[src/rtl/layer3_mac_accum.sv]
// rtl/layer3_mac_accum.sv - registered adder tree, windowed accumulator and requantiser for Layer3
// Sums NUM_IN products per beat, accumulates ACC_LEN beats plus bias, rounds and saturates.
module layer3_mac_accum #(
  parameter int NUM_IN     = 8,
  parameter int PROD_W     = 32,
  parameter int ACC_W      = 40,
  parameter int OUT_W      = 16,
  parameter int FRAC_SHIFT = 8,
  parameter int ACC_LEN    = 16
) (
  input  logic                     ap_clk,
  input  logic                     ap_rst,
  input  logic                     in_valid,
  output logic                     in_ready,
  input  logic [NUM_IN*PROD_W-1:0] in_data,
  input  logic [OUT_W-1:0]         in_bias,
  output logic                     out_valid,
  input  logic                     out_ready,
  output logic [OUT_W-1:0]         out_data,
  output logic                     out_sat
);

  localparam int L  = $clog2(NUM_IN);
  localparam int SW = PROD_W + L;
  localparam int CW = (ACC_LEN > 1) ? $clog2(ACC_LEN) : 1;
  localparam logic [CW-1:0] CNT_LAST = CW'(ACC_LEN - 1);
  localparam logic signed [ACC_W-1:0] MAXV = (ACC_W'(1) << (OUT_W - 1)) - ACC_W'(1);
  localparam logic signed [ACC_W-1:0] MINV = ~MAXV;
  localparam logic signed [ACC_W-1:0] HALF = ACC_W'(1) << (FRAC_SHIFT - 1);

  logic en;
  logic accept;
  logic [CW-1:0] cnt;

  assign en       = !out_valid || out_ready;
  assign in_ready = en;
  assign accept   = in_valid && en;

  always_ff @(posedge ap_clk) begin
    if (ap_rst) begin
      cnt <= '0;
    end else if (accept) begin
      cnt <= (cnt == CNT_LAST) ? '0 : cnt + CW'(1);
    end
  end

  // Side-band pipe: index 0 lines up with the leaf registers, index L with the tree root.
  logic [L:0]       vp;
  logic [L:0]       fp;
  logic [L:0]       lp;
  logic [OUT_W-1:0] bp [L+1];

  always_ff @(posedge ap_clk) begin
    if (ap_rst) begin
      vp <= '0;
    end else if (en) begin
      vp[0] <= accept;
      for (int i = 1; i <= L; i++) vp[i] <= vp[i-1];
    end
  end

  always_ff @(posedge ap_clk) begin
    if (en) begin
      fp[0] <= (cnt == '0);
      lp[0] <= (cnt == CNT_LAST);
      bp[0] <= in_bias;
      for (int i = 1; i <= L; i++) begin
        fp[i] <= fp[i-1];
        lp[i] <= lp[i-1];
        bp[i] <= bp[i-1];
      end
    end
  end

  logic signed [SW-1:0] leaf [NUM_IN];
  logic signed [SW-1:0] node [1:NUM_IN-1];

  always_ff @(posedge ap_clk) begin
    if (en) begin
      for (int i = 0; i < NUM_IN; i++)
        leaf[i] <= {{L{in_data[i*PROD_W+PROD_W-1]}}, in_data[i*PROD_W +: PROD_W]};
    end
  end

  // Heap-ordered tree: node n sums children 2n and 2n+1; indices >= NUM_IN are leaves.
  for (genvar n = 1; n < NUM_IN; n++) begin : g_node
    if (2 * n >= NUM_IN) begin : g_bottom
      always_ff @(posedge ap_clk) begin
        if (en) node[n] <= leaf[2*n-NUM_IN] + leaf[2*n+1-NUM_IN];
      end
    end else begin : g_inner
      always_ff @(posedge ap_clk) begin
        if (en) node[n] <= node[2*n] + node[2*n+1];
      end
    end
  end

  logic signed [ACC_W-1:0] acc;
  logic signed [ACC_W-1:0] bias_ext;
  logic signed [ACC_W-1:0] tree_ext;
  logic signed [ACC_W-1:0] base;
  logic signed [ACC_W-1:0] sum;
  logic signed [ACC_W-1:0] rnd;
  logic                    sat_hi;
  logic                    sat_lo;

  always_comb begin
    bias_ext = {{(ACC_W-OUT_W){bp[L][OUT_W-1]}}, bp[L]} << FRAC_SHIFT;
    tree_ext = {{(ACC_W-SW){node[1][SW-1]}}, node[1]};
    base     = fp[L] ? bias_ext : acc;
    sum      = base + tree_ext;
    rnd      = (sum + HALF) >>> FRAC_SHIFT;
    sat_hi   = rnd > MAXV;
    sat_lo   = rnd < MINV;
  end

  always_ff @(posedge ap_clk) begin
    if (ap_rst) begin
      acc       <= '0;
      out_valid <= 1'b0;
      out_data  <= '0;
      out_sat   <= 1'b0;
    end else if (en) begin
      out_valid <= vp[L] && lp[L];
      if (vp[L]) begin
        if (lp[L]) begin
          acc      <= '0;
          out_data <= sat_hi ? MAXV[OUT_W-1:0] : (sat_lo ? MINV[OUT_W-1:0] : rnd[OUT_W-1:0]);
          out_sat  <= sat_hi || sat_lo;
        end else begin
          acc <= sum;
        end
      end
    end
  end

endmodule

[config.mk]
export PLATFORM = sky130hd
export DESIGN_NAME = layer3_mac_accum
export DESIGN_NICKNAME = d
export VERILOG_FILES = /design/src/rtl/layer3_mac_accum.sv
export SDC_FILE = /design/constraint.sdc
export NUM_CORES = 1
export LEC_CHECK = 0
export CORE_ASPECT_RATIO = 1.75
export CORE_MARGIN = 2
export CORE_UTILIZATION = 50
export CTS_CLUSTER_DIAMETER = 60
export DETAILED_ROUTE_END_ITERATION = 10
export GPL_TIMING_DRIVEN = 0
export PLACE_DENSITY = 0.77
export SETUP_SLACK_MARGIN = 0.15
export SYNTH_ARGS = -nofsm -noshare
export SYNTH_HDL_FRONTEND = slang
export SYNTH_SLANG_ARGS = --single-unit
[constraint.sdc]
create_clock -name ap_clk -period 25.6 [get_ports ap_clk]
set_input_delay 2.56 -clock ap_clk [delete_from_list [all_inputs] [get_ports ap_clk]]
set_output_delay 2.56 -clock ap_clk [all_outputs]
set_load 0.1 [all_outputs]
==> results of run 1 <==
-- synth_stat cells (11+ instances only) --
library cell / number
a22oi_1: 38
nand3_1: 54
a21o_1: 85
nand2b_1: 42
o21a_1: 44
a21boi_0: 11
nand4_1: 21
nor2_1: 254
edfxtp_1: 573
ha_1: 272
o31ai_1: 19
nor3_1: 65
nand2_1: 148
clkbuf_1: 35
xnor2_1: 174
and3_1: 29
dfxtp_1: 66
and2_1: 18
xor2_1: 67
o21bai_1: 28
nor4_1: 12
o21ai_0: 125
a211oi_1: 26
a21oi_1: 195
o21ai_1: 18
nor2b_1: 53
mux2_2: 18
a31oi_1: 20
o211ai_1: 21
inv_1: 107
or3_1: 24
-- registers in the layout, summed over array words and instances, names as in the netlist --
| signal | cells |
|---|---|
| lp | 4 |
| out_sat | 1 |
| bp | 64 |
| acc | 40 |
| cnt | 4 |
| vp | 4 |
| fp | 4 |
| out_data | 16 |
| leaf | 256 |
| out_valid | 1 |
| node | 245 |
-- final timing paths --
path              from           end  slack (ns)
min          bp[2][10]     bp[3][10]        0.42
max reg2reg      fp[3]  out_data[12]       18.37
max          out_ready      in_ready       17.04
min reg2reg  bp[2][10]     bp[3][10]        0.42
-- routing by layer --
layer / vias to the layer above / share of wire
li1: 11450 / -
met1: 10880 / 0.37
met2: 576 / 0.54
met3: 179 / 0.045
met4: 8 / 0.046
met5: - / 0.00073
-- critical path, cell delays in order --
cell             delay, ns
clkdlybuf4s50_1       0.48
nand2b_1              0.14
clkbuf_4              0.75
buf_16                0.37
buf_16                0.35
clkdlybuf4s50_1       1.21
-- metrics by stage --
step                instance area (um^2)  cells
finish                             40060   4160
global route                       40060   4160
CTS                                40050   4155
detailed placement                 38090   4046
global placement                   37860   4038
floorplan                          33800   2848
-- cell usage in the layout (no fill, tap or decap), types with 21 or more instances in the layout --
| cell type | n |
|---|---|
| nand3_1 | 54 |
| a21oi_1 | 195 |
| nand4_1 | 21 |
| o21ai_0 | 125 |
| clkbuf_1 | 49 |
| o211ai_1 | 21 |
| nand2b_1 | 42 |
| and3_1 | 29 |
| or3_1 | 24 |
| clkdlybuf4s50_1 | 294 |
| xnor2_1 | 174 |
| a211oi_1 | 26 |
| nor2b_1 | 53 |
| a21o_1 | 85 |
| nand2_1 | 148 |
| a22oi_1 | 38 |
| xor2_1 | 67 |
| clkbuf_16 | 60 |
| o21a_1 | 44 |
| nor2_1 | 254 |
| dfxtp_1 | 66 |
| ha_1 | 272 |
| o21bai_1 | 28 |
| inv_1 | 107 |
| edfxtp_1 | 573 |
| nor3_1 | 65 |
-- where the power goes --
part / internal [uW] / switching, uW / total (uW)
registers: 1380 / 67.0 / 1440
logic: 671 / 912 / 1580
clock network: 505 / 391 / 896
-- final cells by class --
type,instances,area (um^2),share of cell area
clock buffer,77,1568,0.03913
timing repair buffer,302,3163,0.07895
clock inverter,32,396.6,0.009900
antenna,5,12.51,0.0003123
sequential,639,18530,0.4625
buffer,49,205.2,0.005122
tap,896,1121,0.02798
multi-input combinational,2052,14660,0.3660
inverter,108,405.4,0.01012
-- kinds of logic after synthesis --
kind of cell	after synthesis
AO/OA/AOI/OAI	730
XOR/XNOR	243
adder cells (fa/ha/maj)	280
buffers and inverters	157
flip-flops	639
multiplexers	26
AND/OR/NAND/NOR	773
==> impl.org, run 1 <==
** Routing
- In the routed layout, each cell is associated on average with a via count of 5.551.
- Number of iterations in the first detailed-routing pass :: 5
- DR vias :: approximately 23k
- Summed over all layers, the routed wires come to 73980 um.
- Count of nets left with antenna violations after detail routing :: 0
- After detailed routing, the number of remaining DRC violations is 0.
- After detailed routing, the average wire length per cell comes to 17.78 um.
- First-iteration detailed-routing DRC count :: 1204

** Synthesis
- Simple-gate portion of the synthesized area :: 0.1132
- The number of nets handed over by synthesis was 3404.
- Yosys printed 0 warnings.
- Number of instances in the synthesized netlist :: 2848
- After synthesis, the largest family of logic cells by area is compound AO/OA/AOI/OAI gates.
- The share of synthesized area in the top cell type comes to 0.5091.
- Of all flip-flops after synthesis, the portion carrying an async set or reset was 0.
- Area leader, netlist :: edfxtp_1
- In the synthesized netlist the dominant register cell turns out to be edfxtp_1.
- A synthesized cell averages 11.87 um^2.
- Of the total synthesized cell area, the portion taken by XOR and XNOR cells is 0.06360.
- Post-synthesis cell area :: 33800 um^2
- Of the post-synthesis cell area, the part taken by muxes is 0.008366.
- Area fraction in compound gates after synthesis :: 0.1433
- Counting distinct cell types in the post-synthesis netlist gives 95.
- Of the total synthesized cell area, the portion taken by full adders, half adders and majority gates is 0.1054.
- Sorting the synthesized cells by area gives the leading types as edfxtp_1 (51%), ha_1 (10%), xnor2_1 (4.5%), dfxtp_1 (3.9%), a21oi_1 (2.9%).
- The share of the Yosys chip area taken by registers is 0.5482.
- The synthesized design contains between 600 and 700 register bits.
- Counting flops with a built-in enable in the synthesized netlist gives 573.

** CTS
- Total number of clock tree sinks :: 639
- Count of hold-fix buffers inserted at cts :: 0
- Clock latency on the worst-skew pair, taken at its later pin, is 0.65 ns.
- TritonCTS built the clock tree.
- Worst-path clk slew :: 0.06 ns
- The number of setup buffers added after CTS is 0.
- Clock H-tree levels :: 2
- In this run, post-CTS repair resized a total of 0 instances.
- Clock Path Buffers :: 3
- The tree is rooted in a clkbuf_16.
- TritonCTS created 58 clock buffers.

** STA
- Headroom to the max-slew limit came out at 0.07189.
- Slew at the pin closest to its max-slew limit :: 1.375 ns
- On the final layout, the worst hold slack is 0.4185 ns.
- Final setup margin :: approximately 17 ns
- Period minus WS final :: 8.561 ns
- # setup viols final :: 0
- The total count of max-transition violations in the final report came to 0.
- Total Neg Setup Slack :: 0 ns
- Dividing the final minimum period by the clock period gives 0.3344.
- For this run, the top clock speed supported by timing is approximately 120 MHz.
- Between clock sinks in the finished design, the worst skew comes to roughly 0.024 ns.
- Final count of hold timing violations :: 0
- Setup repair after global routing left no endpoint under its margin.

** Global routing
- For met2 alone, demand over resource in global routing was 0.4027.
- The number of global-route vias before repair is 23.23k.
- Entering global routing, the biggest net connects 74 pins.
- Global-route wire length before repair :: between 100000 and 150000 um
- For this run, the total global-route usage over all layers was measured as 0.2092.
- For this run, global-route usage on met3 was measured as 0.03192.
- The number of antenna violations at the first check in global routing is 9.
- After global routing the overflow that remains totals 0.
- Most Used Layer, Global Route :: met2
- For met1 alone, demand over resource in global routing was 0.2202.

** Worst setup path
- At the worst endpoint, the arrival time is 6.00 ns.
- Required time at the worst-slack endpoint :: 23.04 ns
- Along the worst path, the maximum fanout reaches 73.
- The worst register-to-register path has a depth of 22.
- Kind of end point of the critical path :: output pin
- Critical Path Start Type :: primary input
- The critical path in this run is classified as primary input to output pin.

** Place
- Weighted congestion at the end of routability-driven global placement :: slightly below 0.9
- Worst slack after detailed placement :: roughly 17 ns
- Port buffering added 294 buffers.
- Detailed placement HPWL :: about 57000 um

** Die
- Core ar. :: 67160 um^2
- Number of placed I/O pins :: 295
- Height of the die :: 347.9 um
- After floorplanning, the core was divided into ~130 placement rows.
- The initial utilization of the core area, before any placement, comes to 0.5033.
- The die covers 69770 um^2.
- The floorplan step set the die width to 200.5 um.

** Finish
- In the final design database the tool counted 3766 nets.
- The filler cells instantiated in the layout total 5405.
- Ratio of cells with drive above 1 in the final layout :: 0.05339
- Core Util, Final :: 0.5965
- From synthesis to final layout, the design area changed by 18.54%.

** Pwr
- Lkg Pwr :: between 0.015 and 0.02 uW
- Pwr Density :: between 90 and 100 nW/um^2
- Total power for the finished layout comes to roughly 4000 uW.
- Worst VDD drop :: about 0.000064 V

** Status
- Outcome :: finished clean

** Hold path
- Worst hold path depth :: 0
- Hold Crit Class :: flop to flop

** Flow run
- MaxCap Viol Count :: 0
Power figures use the tool's default switching activity.
==> inputs of run 2 (changes only) <==
==> constraint.sdc (replaced) <==
create_clock -name ap_clk -period 8.7 [get_ports ap_clk]
set_input_delay 0.87 -clock ap_clk [delete_from_list [all_inputs] [get_ports ap_clk]]
set_output_delay 0.87 -clock ap_clk [all_outputs]
set_load 0.1 [all_outputs]
==> run 2 against run 1 <==
Net effect:
- sequential share of layout area grew 0.072 points
- total power rose to 3.0 times the previous value
- setup slack got worse by 16 ns
- clock power grew to 3.0 times the previous value
- critical path type is now flop to flop
- largest cell class unchanged
- largest power group unchanged
- highest routed layer unchanged
==> impl.org, run 2 (synthesis results as in run 1) <==
** Routing
- Remaining routing DRC violations :: 0 (unchanged)
- The count of vias placed by the detailed router is 23.15k (+0.22%).
- The routed length per instance is 17.67 um (-0.66%).
- DRT Wirelength :: 73330 um (-0.87%)
- Per-cell via count in the routed design :: 5.576 (+0.44%)
- The length of the first detailed-routing pass in iterations was 5 (unchanged).
- First-iteration detailed-routing DRC count :: 1100 (-8.6%)
- The number of nets still failing antenna checks after routing came to 0 (unchanged).

** CTS
- The number of resized instances in the post-cts repair step is 0 (unchanged).
- The buffer depth of the longest clock path came to 3 (unchanged).
- Worst-path clk slew :: 0.07 ns (about the same)
- Clock latency at the later pin of the worst-skew pair :: 0.65 ns (about the same)
- The number of buffers inserted by hold repair at cts came to 0 (unchanged).
- CTS Root Cell :: clkbuf_16
- Number of post-CTS setup repair buffers :: 0 (unchanged)
- Total number of clock tree sinks :: 639 (unchanged)
- The number of H-tree levels was 2 (unchanged).
- Number of buffers added by the clock tree synthesis step :: 58 (unchanged)
- Clock tree from TritonCTS :: yes

** STA
- For the finished layout, the period the worst path requires is 7.235 ns.
- Max Transition Viols Final :: 0 (unchanged)
- The worst hold slack came to 0.4133 ns (-0.005169 ns).
- The summed negative setup slack over all endpoints is 0 ns (unchanged).
- The slew at the pin closest to its max-slew limit came to 1.352 ns (-0.02315 ns).
- # setup viols final :: 0 (unchanged)
- Static timing analysis puts the maximum clock frequency at 138.2 MHz.
- Setup repair after global routing left no endpoint under its margin.
- Final count of hold timing violations :: 0 (unchanged)
- The headroom to the max-slew limit was 0.08752 (+0.01563).
- Post-route fraction of the period consumed by the critical path :: 0.8316
- Worst Clk Skew :: 0.02751 ns (+0.003857 ns)

** Global routing
- The number of antenna violations at the first check in global routing is 4 (-5).
- Number of global-route vias before repair :: 23.31k (+0.31%)
- Total Routing Usage GR :: 0.2080 (-0.001120)
- Largest net degree at the start of global routing :: 206 (+180%)
- Leftover overflow at the end of global routing :: 0 (unchanged)
- The first-pass GRT wire length is 115600 um (-0.29%).

** Pwr
- Clock network fraction of design power :: 0.234 (+0.005)
- Reported net switching power :: 4036 uW (+190%)
- Pwr Density :: 290.5 nW/um^2 (+200%)
- The internal power contribution came to 7586 uW (+200%).
- Lkg Pwr :: 0.01569 uW (-0.15%)
- Switching power as a share of total power :: 0.3473 (-0.001953)
- The fraction of power consumed by combinational cells was 0.401 (-0.003).
- Sequential fraction of design power :: 0.365 (-0.003)
- Worst VDD drop :: 0.0001939 V (+200%)

** Place
- Instance count after placement with tap cells included :: 4041 (-0.12%)
- The global placement routability congestion is 0.8950 (+0.31%).
- Port Buffer Count :: 294 (unchanged)
- Placement Cell Area :: 37970 um^2 (-0.32%)
- The HPWL after detailed placement is 56080 um (-1.7%).

** Finish
- Core Util, Final :: 0.5956 (-0.0009310)
- The flip-flop count of the largest register, all copies and words added was 256 (unchanged).
- Relative to the synthesized area, the layout overhead comes to 18.35%.
- Leaving out fill and tap cells, the most frequent cells in the layout are edfxtp_1 (573), clkdlybuf4s50_1 (294), ha_1 (272).
- Ratio of cells with drive above 1 in the final layout :: 0.05414 (+0.0007466)
- The final-stage net count is 3761 (-0.13%).
- Register containing the most flip-flops in the final layout :: leaf
- In the final layout, the registers with the most flip-flops are leaf x256, node x245, bp x64.
- Post-route non-filler standard cell count :: 4151 (-0.22%)
- The library cell used most frequently in the layout, excluding fill and tap cells, is edfxtp_1.
- The final standard cell area without fillers is 40000 um^2 (-0.16%).

** Die
- The overall die height was 347.9 um (unchanged).
- Core ar. :: 67160 um^2 (unchanged)
- Number of cell rows :: 126 (unchanged)
- Die boundary width :: 200.5 um (unchanged)
- The count of boundary I/O pins is 295 (unchanged).
- The starting density of the core was 0.5033 (unchanged).
- The area enclosed by the die boundary came to 69770 um^2 (unchanged).

** Flow run
- MaxCap Viol Count :: 0 (unchanged)

** Worst setup path
- Classification of the worst setup path :: flop to flop
- Required time at the worst-slack endpoint :: 9.24 ns (-13.80 ns)
- Max Fanout on Critical Path :: 10 (-86%)
- Critical Path Start Type :: flop
- Kind of end point of the critical path :: flop
- Worst EP arrival :: 7.77 ns (+1.77 ns)

** Status
- The run finished with clean final reports.

** Hold path
- Hold Crit Class :: flop to flop
==> run 2: cell count changes in the layout (fill, tap and decap cells not counted), moves of 2 or more <==
cell       previous run  this run
inv_6                 0         3
clkinv_8              2         0
clkinv_2             12        14
clkbuf_1             49        39
clkbuf_2              2         0
clkbuf_8              0         2
bufinv_16             7        10
buf_16                8         3
==> run 2: metrics by stage <==
stage | power [uW] | setup WS [ns]
after floorplan | 7799 | 1.223
after global placement | 8808 | -2.352
after detailed placement | 8917 | 1.566
after CTS | 11670 | 1.534
after global routing | 12370 | 1.153
final | 11620 | 1.465
==> run 2: final cells by class <==
cell class / instances / area [um^2]
Clock inverter: 40 / 501.7
Sequential cell: 639 / 18530
Buffer: 49 / 222.7
Multi-Input combinational cell: 2052 / 14660
Inverter: 108 / 405.4
Fill cell: 5438 / 27160
Clock buffer: 66 / 1523
Tap cell: 896 / 1121
Timing Repair Buffer: 297 / 3025
Antenna cell: 4 / 10.01
==> run 2: per-layer routing <==
| layer | GRT usage | vias to the layer above | wire (um) |
|---|---|---|---|
| met5 | 0 | - | 13 |
| met4 | 0.1039 | 2 | 3392 |
| met3 | 0.03024 | 179 | 3014 |
| met2 | 0.4009 | 569 | 39470 |
| met1 | 0.2183 | 10940 | 27440 |
| li1 | - | 11460 | - |
==> run 2: power by group through the flow <==
stage / combinational (uW) / clock [uW] / sequential (uW)
after detailed placement: 4600 / 0 / 4310
after global placement: 4510 / 0 / 4290
after CTS: 4640 / 2780 / 4250
after floorplan: 3580 / 0 / 4220
final: 4660 / 2720 / 4250
after global routing: 5180 / 2900 / 4290
==> run 2: final timing paths <==
check                 end  cells past startpoint       from  slack (ns)
min             bp[3][12]                      0  bp[2][12]        0.41
min reg2reg     bp[3][12]                      0  bp[2][12]        0.41
max          out_data[12]                     22      fp[3]        1.46
max reg2reg  out_data[12]                     22      fp[3]        1.46
==> run 2: critical path: stages (launching register included) <==
cell and delay, ns:
edfxtp_1 0.52, buf_1 0.48, clkbuf_1 0.61, nor2b_1 0.12, ha_1 0.24, inv_1 0.08, fa_1 0.19, nand2b_1 0.13
a21oi_1 0.08, nor3_1 0.42, nor2_1 0.25, a21oi_2 0.31, o221ai_1 0.30, and2_1 0.29, o311ai_0 1.13, nand3_1 0.23
a2111oi_2 0.45, xor2_1 0.18, and2_1 0.20, a31oi_2 0.44, buf_2 0.33, nand2_1 0.10, o41ai_2 0.05
==> inputs of run 3 (changes only) <==
==> constraint.sdc (replaced) <==
create_clock -name ap_clk -period 7.4 [get_ports ap_clk]
set_input_delay 0.74 -clock ap_clk [delete_from_list [all_inputs] [get_ports ap_clk]]
set_output_delay 0.74 -clock ap_clk [all_outputs]
set_load 0.1 [all_outputs]
==> run 3 against run 2 <==
Net effect:
- critical path depth stayed put
- register-to-register slack worse by 0.85 ns
- total power is 17% higher
- critical path type unchanged
- flip-flop and latch count stayed put
- critical endpoint unchanged
- non-clock buffer count stayed put
- fmax is 6.6% higher
- clock power is 14% higher
- routed wire length is 0.83% higher
==> impl.org, run 3 (synthesis results as in run 1) <==
** STA
- The minimum clock period came to 6.785 ns (-0.4498 ns).
- Final setup margin :: 0.6146 ns (-0.8502 ns)
- The post-route fraction of the period consumed by the critical path came to 0.9169 (+0.08532).
- The slew at the pin closest to its max-slew limit is 0.9857 ns (-0.3659 ns).
- The total count of max-transition violations in the final report came to 0 (unchanged).
- Worst Clk Skew :: 0.02449 ns (-0.003020 ns)
- # setup viols final :: 0 (unchanged)
- Unrepaired setup endpoints after global routing :: no
- The headroom to the max-slew limit is 0.3408 (+0.2533).
- Final count of hold timing violations :: 0 (unchanged)
- Fmax :: 147.4 MHz (+6.6%)

** Pwr
- The power density of the placed cells came to 339.9 nW/um^2 (+17%).
- The reported leakage power was 0.01567 uW (-0.17%).
- The final total power came to 13590 uW (+17%).
- The maximum vdd drop came to 0.0002358 V (+22%).

** Routing
- The routed length per instance is 17.80 um (+0.75%).
- DR vias :: 23.09k (-0.25%)
- Number of iterations in the first detailed-routing pass :: 6 (+1)
- DRT Wirelength :: 73940 um (+0.83%)
- The remaining routing DRC violations came to 0 (unchanged).
- The number of nets still failing antenna checks after routing was 0 (unchanged).
- The DRC violation total after the first TritonRoute iteration is 1180 (+7.3%).
- Per-cell via count in the routed design :: 5.558 (-0.32%)

** Global routing
- Met2 routing resource usage after global routing :: 0.4052 (+0.004323)
- The maximum number of pins on one net before global-route repair is 160 (-22%).
- The number of antenna violations at the first check in global routing came to 8 (+4).
- Number of global-route vias before repair :: 23.30k (-0.017%)
- The first-pass GRT wire length is 116000 um (+0.30%).
- The met1 global-route usage was 0.2210 (+0.002760).
- The remaining global-route overflow is 0 (unchanged).
- Most Used Layer, Global Route :: met2
- Total Routing Usage GR :: 0.2090 (+0.0009235)
- The met3 usage in global routing is 0.02996 (-0.0002808).

** Place
- Worst slack after detailed placement :: 0.3071 ns (-1.259 ns)
- Detailed placement HPWL :: 56370 um (+0.53%)
- Weighted congestion at the end of routability-driven global placement :: 0.8948 (about the same)
- The count of input and output buffers came to 294 (unchanged).

** Die
- Core ar. :: 67160 um^2 (unchanged)
- Height of the die :: 347.9 um (unchanged)
- Initial Util :: 0.5033 (unchanged)
- Number of placed I/O pins :: 295 (unchanged)
- Full die area :: 69770 um^2 (unchanged)
- Number of cell rows :: 126 (unchanged)
- The horizontal die dimension came to 200.5 um (unchanged).

** Finish
- The library cells used most frequently in the layout, excluding fill and tap cells, are edfxtp_1 (573), clkdlybuf4s50_1 (294), ha_1 (272).
- The ratio of cells with drive above 1 in the final layout was 0.05438 (+0.0002407).
- Number of nets at the end of the flow :: 3762 (+0.027%)
- The library cell used most frequently in the layout, excluding fill and tap cells, is edfxtp_1.
- The largest registers in the layout are leaf x256, node x245, bp x64.
- More flip-flops sit in one register than any other, and that register is leaf.
- The relative area change from synthesis to final layout is 18.26% (about the same).
- Flip-flop count of the largest register, all copies and words added :: 256 (unchanged)
- Core Util, Final :: 0.5952 (about the same)

** Worst setup path
- Critical Path Start Type :: flop
- The critical path in this run is classified as flop to flop.
- The required time at the endpoint of the critical path was 7.91 ns (-1.33 ns).
- The cell family contributing the most delay on the critical path is compound AO/OA/AOI/OAI gates.
- The arrival time at the worst endpoint was 7.30 ns (-0.47 ns).
- Walking the worst path, the cells encountered are buf_1 > clkbuf_2 > nor2b_1 > ha_1 > buf_2 > a21o_1 > a31oi_1 > o21ai_1 > o31ai_1 > nand2b_1 > xor2_1 > nand4_1 > nand4bb_1 > buf_2 > nor3_1 > and4_1 > o21ai_0 > a2111oi_2 > a31oi_2 > buf_2 > nand2_1 > o41ai_2.
- Max stage delay cell, worst path :: nor3_1
- Max Fanout on Critical Path :: 10 (unchanged)
- Max stage delay on crit path :: 0.60 ns (-0.53 ns)
- The most numerous cell type found on the critical path is buf_2.
- Total buffers and inverters traversed by the critical path :: 5 (+1)
- The worst setup path is captured at a flop.

** CTS
- The CTS sink count was 639 (unchanged).
- The number of H-tree levels came to 2 (unchanged).
- The insertion delay to the later sink of the worst-skew pair was 0.64 ns (about the same).
- TritonCTS built the clock tree.
- The total setup buffers inserted after CTS came to 0 (unchanged).
- The clock-pin slew reported for the worst setup and hold paths after clock tree synthesis is 0.07 ns (about the same).
- Number of buffers added by the clock tree synthesis step :: 59 (+1.7%)
- Clock Path Buffers :: 3 (unchanged)
- The root buffer cell chosen for the clock tree is clkbuf_16.

** Hold path
- The path class of the tightest hold or removal check is flop to flop.

** Status
- The flow ran to the end, and the final reports show no timing, DRC or antenna violations.

** Flow run
- The number of max-cap violations came to 0 (unchanged).
run 3: path summary, 6_finish.rpt:
kind                                start      endpoint  slack, ns  depth (start not counted)
worst max-delay path                fp[3]  out_data[12]       0.61                         22
worst min-delay path            bp[2][15]     bp[3][15]       0.42                          0
worst max register to register      fp[3]  out_data[12]       0.61                         22
worst min register to register  bp[2][15]     bp[3][15]       0.42                          0
run 3: cell type report:
cell class	instances	area, um^2
plain buffers	49	224.0
inverters	108	405.4
clock buffers	75	1640
repair buffers	297	3025
multi-input cells	2052	14660
diodes	3	7.507
flip-flops and latches	639	18530
clock inverters	35	355.3
fillers	5376	27190
well taps	896	1121
run 3: worst reg2reg max path, cell delays in order (launching register included):
cell,delay (ns)
edfxtp_1,0.50
buf_1,0.47
clkbuf_2,0.41
nor2b_1,0.11
ha_1,0.28
buf_2,0.17
a21o_1,0.18
a31oi_1,0.34
o21ai_1,0.17
o31ai_1,0.49
nand2b_1,0.14
xor2_1,0.34
nand4_1,0.29
nand4bb_1,0.36
buf_2,0.25
nor3_1,0.60
and4_1,0.28
o21ai_0,0.13
a2111oi_2,0.44
a31oi_2,0.30
buf_2,0.28
nand2_1,0.09
o41ai_2,0.06
run 3: per-stage QoR:
step	hold slack, ns	setup TNS (ns)	instances	cell area, um^2
floorplan	0.4003	0	2848	33810
global placement	0.4031	-4.419	4038	37870
detailed placement	0.4045	0	4041	37970
CTS	0.4205	0	4151	39960
global route	0.4266	0	4153	39970
finish	0.4181	0	4154	39970
run 3: timing repair:
item / in CTS / in global routing
resized for setup: 0 / 3
hold buffers: 0 / 0
endpoints found under the setup margin: 0 / 12
run 3: power by group:
group | internal (uW) | switching, uW
logic | 2330 | 3170
clock network | 1720 | 1380
registers | 4760 | 232
run 3: routing by layer:
metal / up-vias / wire [um] / share of wire
met5: - / 54 / 0.00073
met4: 8 / 3298 / 0.045
met3: 170 / 3322 / 0.045
met2: 578 / 39490 / 0.53
met1: 10880 / 27770 / 0.38
li1: 11450 / - / -
